<file path="src/rtl/axis_rr_arb.sv">
// Packet-aware round-robin arbiter merging N AXI-stream sources onto one registered sink port.
// A grant stays with one source until that source's tlast beat is accepted.
module axis_rr_arb #(
  parameter int unsigned WIDTH = 32,
  parameter int unsigned N     = 4,
  parameter int unsigned IW    = $clog2(N)
) (
  input  logic               clk,
  input  logic               rst_n,
  input  logic [N*WIDTH-1:0] s_axis_tdata,
  input  logic [N-1:0]       s_axis_tvalid,
  output logic [N-1:0]       s_axis_tready,
  input  logic [N-1:0]       s_axis_tlast,
  output logic [WIDTH-1:0]   m_axis_tdata,
  output logic               m_axis_tvalid,
  input  logic               m_axis_tready,
  output logic               m_axis_tlast,
  output logic [IW-1:0]      m_axis_tid
);

  typedef enum logic [0:0] {StIdle, StBusy} state_e;

  state_e           state_q, state_d;
  logic [IW-1:0]    ptr_q, ptr_d;
  logic [WIDTH-1:0] data_q, data_d;
  logic             last_q, last_d;
  logic             valid_q, valid_d;
  logic [IW-1:0]    tid_q, tid_d;

  logic [WIDTH-1:0] src_data [N];
  logic [IW-1:0]    arb_idx;
  logic [IW-1:0]    cand;
  logic             arb_found;
  logic             grant_ready;
  logic             accept;

  for (genvar i = 0; i < N; i++) begin : g_unpack
    assign src_data[i] = s_axis_tdata[i*WIDTH +: WIDTH];
  end

  // First requester after the last-granted source, wrapping modulo N.
  always_comb begin
    arb_found = 1'b0;
    arb_idx   = ptr_q;
    cand      = ptr_q;
    for (int unsigned k = 1; k <= N; k++) begin
      cand = IW'((32'(ptr_q) + k) % N);
      if (!arb_found && s_axis_tvalid[cand]) begin
        arb_found = 1'b1;
        arb_idx   = cand;
      end
    end
  end

  always_comb begin
    state_d       = state_q;
    ptr_d         = ptr_q;
    data_d        = data_q;
    last_d        = last_q;
    valid_d       = valid_q;
    tid_d         = tid_q;
    s_axis_tready = '0;
    grant_ready   = ~valid_q | m_axis_tready;
    accept        = 1'b0;

    unique case (state_q)
      StIdle: begin
        if (arb_found) begin
          state_d = StBusy;
          ptr_d   = arb_idx;
        end
      end
      StBusy: begin
        s_axis_tready[ptr_q] = grant_ready;
        accept = s_axis_tvalid[ptr_q] & grant_ready;
        if (accept && s_axis_tlast[ptr_q]) begin
          state_d = StIdle;
        end
      end
      default: state_d = StIdle;
    endcase

    // A new beat takes priority over a drain so a pending beat is never dropped.
    if (accept) begin
      valid_d = 1'b1;
      data_d  = src_data[ptr_q];
      last_d  = s_axis_tlast[ptr_q];
      tid_d   = ptr_q;
    end else if (m_axis_tready) begin
      valid_d = 1'b0;
    end
  end

  always_ff @(posedge clk) begin
    if (!rst_n) begin
      state_q <= StIdle;
      ptr_q   <= IW'(N - 1);
      data_q  <= '0;
      last_q  <= 1'b0;
      valid_q <= 1'b0;
      tid_q   <= '0;
    end else begin
      state_q <= state_d;
      ptr_q   <= ptr_d;
      data_q  <= data_d;
      last_q  <= last_d;
      valid_q <= valid_d;
      tid_q   <= tid_d;
    end
  end

  assign m_axis_tdata  = data_q;
  assign m_axis_tlast  = last_q;
  assign m_axis_tvalid = valid_q;
  assign m_axis_tid    = tid_q;

endmodule

</file>
<file path="config.mk">
export PLATFORM = sky130hd
export DESIGN_NAME = axis_rr_arb
export DESIGN_NICKNAME = d
export VERILOG_FILES = /design/src/rtl/axis_rr_arb.sv
export SDC_FILE = /design/constraint.sdc
export NUM_CORES = 1
export LEC_CHECK = 0
export CORE_AREA = 2 2 93 117
export DETAILED_ROUTE_END_ITERATION = 6
export DIE_AREA = 0 0 95 119
export PLACE_DENSITY = 0.65
export SYNTH_ARGS = -nofsm -noshare
export SYNTH_HDL_FRONTEND = slang
export SYNTH_SLANG_ARGS = --single-unit
</file>
<file path="constraint.sdc">
create_clock -name clk -period 2.1 [get_ports clk]
set_clock_uncertainty 0.2 [all_clocks]
set_input_delay 0.42 -clock clk [delete_from_list [all_inputs] [get_ports clk]]
set_output_delay 0.42 -clock clk [all_outputs]
set_load 0.01 [all_outputs]
</file>
# Word level (Yosys, flattened, before mapping)
# Cells that the tools add are included.
[totals]
reg_bits = 39
in_bits = 139
output_inout_bits = 40
elab_cells = 66
[op_classes]
addsub = 4
order_cmp = 7
n_mux = 32
bitwise_logic = 6
n_reduce_logical = 11
[ops]
columns = ["operator", "count"]
rows = [
  ["$bmux W32 S2", 1],
  ["$mux W32", 2],
  ["$mux W1", 16],
  ["$lt A2 B3 Y1 const B", 5],
  ["$bmux W1 S2", 6],
  ["$mux W2", 4],
  ["$logic_and A1 B1 Y1", 5],
  ["$add A2 B1 Y2 const B", 2],
  ["$add A2 B2 Y2 const B", 2],
  ["$and A4 B4 Y4", 1],
  ["$mux W4", 1],
  ["$reduce_bool A4 Y1", 1],
  ["$ge A3 B3 Y1 const B", 1],
  ["$logic_not A1 Y1", 3],
  ["$not A2 Y3", 1],
  ["$reduce_and A3 Y1", 1],
  ["$demux W1 S2", 1],
  ["$ge A2 B1 Y1 const B", 1],
  ["$not A1 Y1", 2],
  ["$pmux W1 S2", 1],
  ["$reduce_bool A2 Y1", 1],
  ["$and A1 B1 Y1", 1],
  ["$or A1 B1 Y1", 1],
]

# Logic depth before layout (Yosys ltp)
# Gate-level depths: netlist (run 1).
[logic_depth]
ltp_word = 15
ltp_mapped = 8
ltp_nobuf = 6

# Worst setup path after synthesis (run 1)
# No wires, ideal clock.
[synth_path]
path_kind = "reg2reg"
start = "reg ptr_q[0]"
end = "reg ptr_q[0]"
setup_time_ns = 0.115
arrival_ns = 1.866
setup_slack_ns = -0.082
stages_incl_launch_ff = 9
path_buffers = 2
cell_sequence = "dfxtp_1 -> buf_6 -> buf_2 -> inv_1 -> ha_1 -> mux4_2 -> nor3b_1 -> mux2i_1 -> and3_1"
[synth_via]
elab_chain_cells = 14
word_cells_on_any_way = 28
[synth_rtl]
columns = ["element", "line_no", "rtl"]
rows = [
  ["start: declaration", "24", "logic [IW-1:0] ptr_q, ptr_d;"],
  ["start signal: assignment", "97", "ptr_q <= IW'(N - 1);"],
  ["start signal: assignment", "104", "ptr_q <= ptr_d;"],
  ["$add A2 B1 Y2", "47", "cand = IW'((32'(ptr_q) + k) % N);"],
  ["$bmux W1 S2", "48", "if (!arb_found && s_axis_tvalid[cand]) begin"],
  ["$mux W1 (not written as such)", "48", ""],
  ["$mux W1", "48", ""],
  ["$logic_not A1 Y1", "48", ""],
  ["$logic_and A1 B1 Y1", "48", ""],
  ["$mux W1", "48", ""],
  ["$logic_not A1 Y1", "48", ""],
  ["$logic_and A1 B1 Y1", "48", ""],
  ["$mux W1", "48", ""],
  ["$logic_not A1 Y1", "48", ""],
  ["$logic_and A1 B1 Y1", "48", ""],
  ["$reduce_bool A4 Y1 (no line) / $mux W1 (equally long branches)", "--", ""],
  ["$reduce_and A3 Y1 (no line)", "--", ""],
]
# Parallel ways exist; a longest one is shown, timed or not. The select of a mux whose other input is x is not followed.
# A chain may end at the register's enable or synchronous reset.

# Worst setup path in the final report (run 1)
[layout_path]
start = "in m_axis_tready"
end = "out s_axis_tready[3]"
[layout_via]
elab_chain_cells = 3
[layout_rtl]
columns = ["element", "line_no", "rtl"]
rows = [
  ["start: declaration", "16", "input logic m_axis_tready,"],
  ["$or A1 B1 Y1", "63", "grant_ready = ~valid_q | m_axis_tready;"],
  ["$and A4 B4 Y4 (no line)", "--", ""],
  ["$mux W4", "66", "unique case (state_q)"],
  ["end: declaration", "12", "output logic [N-1:0] s_axis_tready,"],
]
# No other way between the ends.

==> flow_summary.ini, run 1 <==
[status]
status = completed

[drt]
vias = 2612
wire_per_inst_um = 15.01
route.antenna.remaining_nets = 0
viasPerCell = 4.648
wl_mm = 8.438
drtIter0Drc = 49
drc = 0
firstDrtPassIters = 4

[clocking]
clk_path_buf_depth = 2
cts_made_buffers = 5
cts-htree-levels = 2
clk_pin_slew_worst_paths_ps = 50
clkSinkCount = 39
clkLatencyLatePin_ps = 280
cts.root.buffer_cell = clkbuf_16
cts_tree = done
postCtsHoldBufs = 0

[global_route]
grt_pass1_vias = 2743
antenna_found_initial = 1
grt_max_degree = 24
grt_usage_pct = 14.61
grt-ovfl-total = 0
grt_pass1_wl_mm = 12.90

[worst_hold_path]
hold_path_end = m_axis_tdata[30]
hold_depth = 2
hold_path_class = reg2reg
min_from = m_axis_tdata[30]

[floorplanning]
core_area_um2 = 10350
start_util_pct = 24.22
die_area_um2 = 11310
io_pins = 179
dieHeight_um = 119
rows = 42
die_x_um = 95

[power]
p_leak_nw = 1.719
p_sw_share_pct = 32.43
ir_worst_vdd_v = 0.0003314
power.internal_w = 0.002616
power.density_nw_per_um2 = 824.1
seq_power_share_pct = 26.2
p_comb_share_pct = 55.2
clock_power_share_pct = 18.6
switchingPower_w = 0.001256

[placed_design]
place_ws_ps = -282.1
dpl.cell_count = 550
port_buffers = 178
hpwl_mm = 6.937
place_area_um2 = 4497
place_congestion = 0.7512

[setup_path]
cp-end-kind = output pin
crit_path_start_kind = input port
worst-path-max-fanout = 5
worstSetupPathType = in2out
worst_ep_required_time_ps = 1480
reg2reg_to = state_q
arrival_ps = 1450
reg2regPathDepth = 5
r2r-start = ptr_q[0]
crit_path_start = m_axis_tready
reg2reg_slack_ps = 150

[layout]
mostFrequentLayoutCell = clkdlybuf4s50_1
fillCellCount = 999
layout_common_cells = clkdlybuf4s50_1 (174), nand2_1 (70), mux4_2 (37), dfxtp_1 (37), buf_4 (22)
fin_area_um2 = 4698
postLayoutCoreUtil_pct = 45.38
fin_nets = 571
drive_gt1_share_pct = 17.72
fin_cells = 562
syn2layout_area_growth_pct = 87.38

[timing]
maxSlewViolCount = 0
slew_headroom_pct = 74.63
hold_viol = 0
worstMarginPinSlew_ps = 377.1
max_freq_mhz = 482.5
timing.final.ws_setup_ps = 27.66
fin_crit_ps = 2072
fin_crit_sh_pct = 98.68
whs_ps = 249.1
setup_viol = 0
rsz0062_at_grt = true

[synth]
yosys_warnings = 0
synth_top_area_share_pct = 33.23
syn_area_um2 = 2507
yosysSeqAreaShare_pct = 31.14
async_reset_ff_share_pct = 0
synth_edf_count = 0
syn_nets = 382
yosys.area.top_type = mux4_2
ys_ff_latch = 39
yosysUniqueCellTypes = 33
synth-main-ff-cell = dfxtp_1
syn_inst = 239
synth_area_per_cell_um2 = 10.49
synth.area.top_cells = mux4_2 (33%), dfxtp_1 (31%), nand2_1 (10%)

[run]
drv_cap = 0
## per-stage QoR
stage                     setup TNS (ps)  power (W)
after detailed placement           -7077   0.003144
after global placement             -5867   0.003112
after CTS                              0   0.003873
after floorplan                        0   0.002310
after global routing                   0   0.004133
final                                  0   0.003872
## worst max-delay path, cell delays in order
cell	delay, ps
clkdlybuf4s50_1	420
nand2b_4	160
and3_1	170
dlygate4sd2_1	270
## metal layers
| metal | track usage (%) | vias to the layer above | part of all wire [%] |
|---|---|---|---|
| met5 | 0 | - | 0 |
| met4 | 4.710 | 0 | 1.6 |
| met3 | 2.910 | 8 | 6.1 |
| met2 | 28.01 | 80 | 55 |
| met1 | 15.49 | 1262 | 38 |
| li1 | - | 1262 | - |
## cells in the mapped netlist, drive strengths merged, types with 2 or more instances
| cell type | n |
|---|---|
| nor3b | 3 |
| nand2 | 70 |
| mux4 | 37 |
| nand2b | 2 |
| nor2 | 2 |
| a21oi | 16 |
| inv | 2 |
| dfxtp | 39 |
| clkbuf | 4 |
| mux2i | 2 |
| buf | 16 |
| nand3 | 2 |
| nor3 | 3 |
| a21boi | 19 |
| and3 | 6 |
| ha | 4 |
## power by group through the flow
stage	logic [W]	registers [W]	clock network [W]
2_1_floorplan	0.00125	0.00106	0
3_3_place_gp	0.00209	0.00102	0
3_5_place_dp	0.00212	0.00103	0
4_1_cts	0.00211	0.00102	0.000743
5_1_grt	0.00232	0.00104	0.000777
6_report	0.00214	0.00101	0.000718
## worst max-delay path by stage
stage,cells after the start,slack [ps],endpoint
final,4,30,s_axis_tready[3]
after detailed placement,4,-280,s_axis_tready[1]
after global placement,4,-230,s_axis_tready[1]
after floorplan,8,30,ptr_q[0]
after global routing,7,8,m_axis_tdata[18]
after CTS,4,20,s_axis_tready[1]
## kinds of logic (layout without fill, tap and decap cells)
| group | Yosys count | count (layout) | synth area share (%) |
|---|---|---|---|
| buffers and inverters | 23 | 213 | 5.638 |
| AO/OA/AOI/OAI | 42 | 42 | 11.13 |
| flip-flops | 39 | 39 | 31.14 |
| AND/OR/NAND/NOR | 91 | 91 | 15.62 |
| adder cells (fa/ha/maj) | 4 | 4 | 1.996 |
| multiplexers | 40 | 40 | 34.48 |
| other | 0 | 1 | 0 |
## sequential cells by signal, summed over array words and instances (netlist names)
signal	cells
m_axis_tdata	32
m_axis_tid	2
m_axis_tlast	1
m_axis_tvalid	1
ptr_q	2
state_q	1
## timing repair
| action | 4_1_cts | 5_1_grt |
|---|---|---|
| buffers inserted | 0 | 3 |
| resized for setup | 6 | 8 |
| endpoints found under the setup margin | 4 | 15 |
## area by class of cell
| class | count | area [um^2] | share of cell area [%] |
|---|---|---|---|
| clock inverter | 1 | 5.005 | 0.1065 |
| antenna | 1 | 2.502 | 0.05326 |
| timing repair buffer | 202 | 1977 | 42.08 |
| inverter | 3 | 15.01 | 0.3196 |
| sequential | 39 | 785.8 | 16.72 |
| clock buffer | 7 | 132.6 | 2.823 |
| multi-input combinational | 177 | 1615 | 34.38 |
| tap | 132 | 165.2 | 3.515 |
Power figures use the tool's default switching activity.
==> run 2: changes to the inputs <==
--- a/config.mk
+++ b/config.mk
@@ -5,6 +5,7 @@
 export SDC_FILE = /design/constraint.sdc
 export NUM_CORES = 1
 export LEC_CHECK = 0
+export CAP_MARGIN = 20
 export CORE_AREA = 2 2 93 117
 export DETAILED_ROUTE_END_ITERATION = 6
 export DIE_AREA = 0 0 95 119
==> results of run 2 <==
Final layout, timing and power as in run 1 (identical DEF).
==> run 3: changes to the inputs <==
--- a/config.mk
+++ b/config.mk
@@ -7,6 +7,7 @@
 export LEC_CHECK = 0
 export CAP_MARGIN = 20
 export CORE_AREA = 2 2 93 117
+export CTS_CLUSTER_SIZE = 8
 export DETAILED_ROUTE_END_ITERATION = 6
 export DIE_AREA = 0 0 95 119
 export PLACE_DENSITY = 0.65
==> results of run 3 <==
Final layout, timing and power as in run 1 (identical DEF).
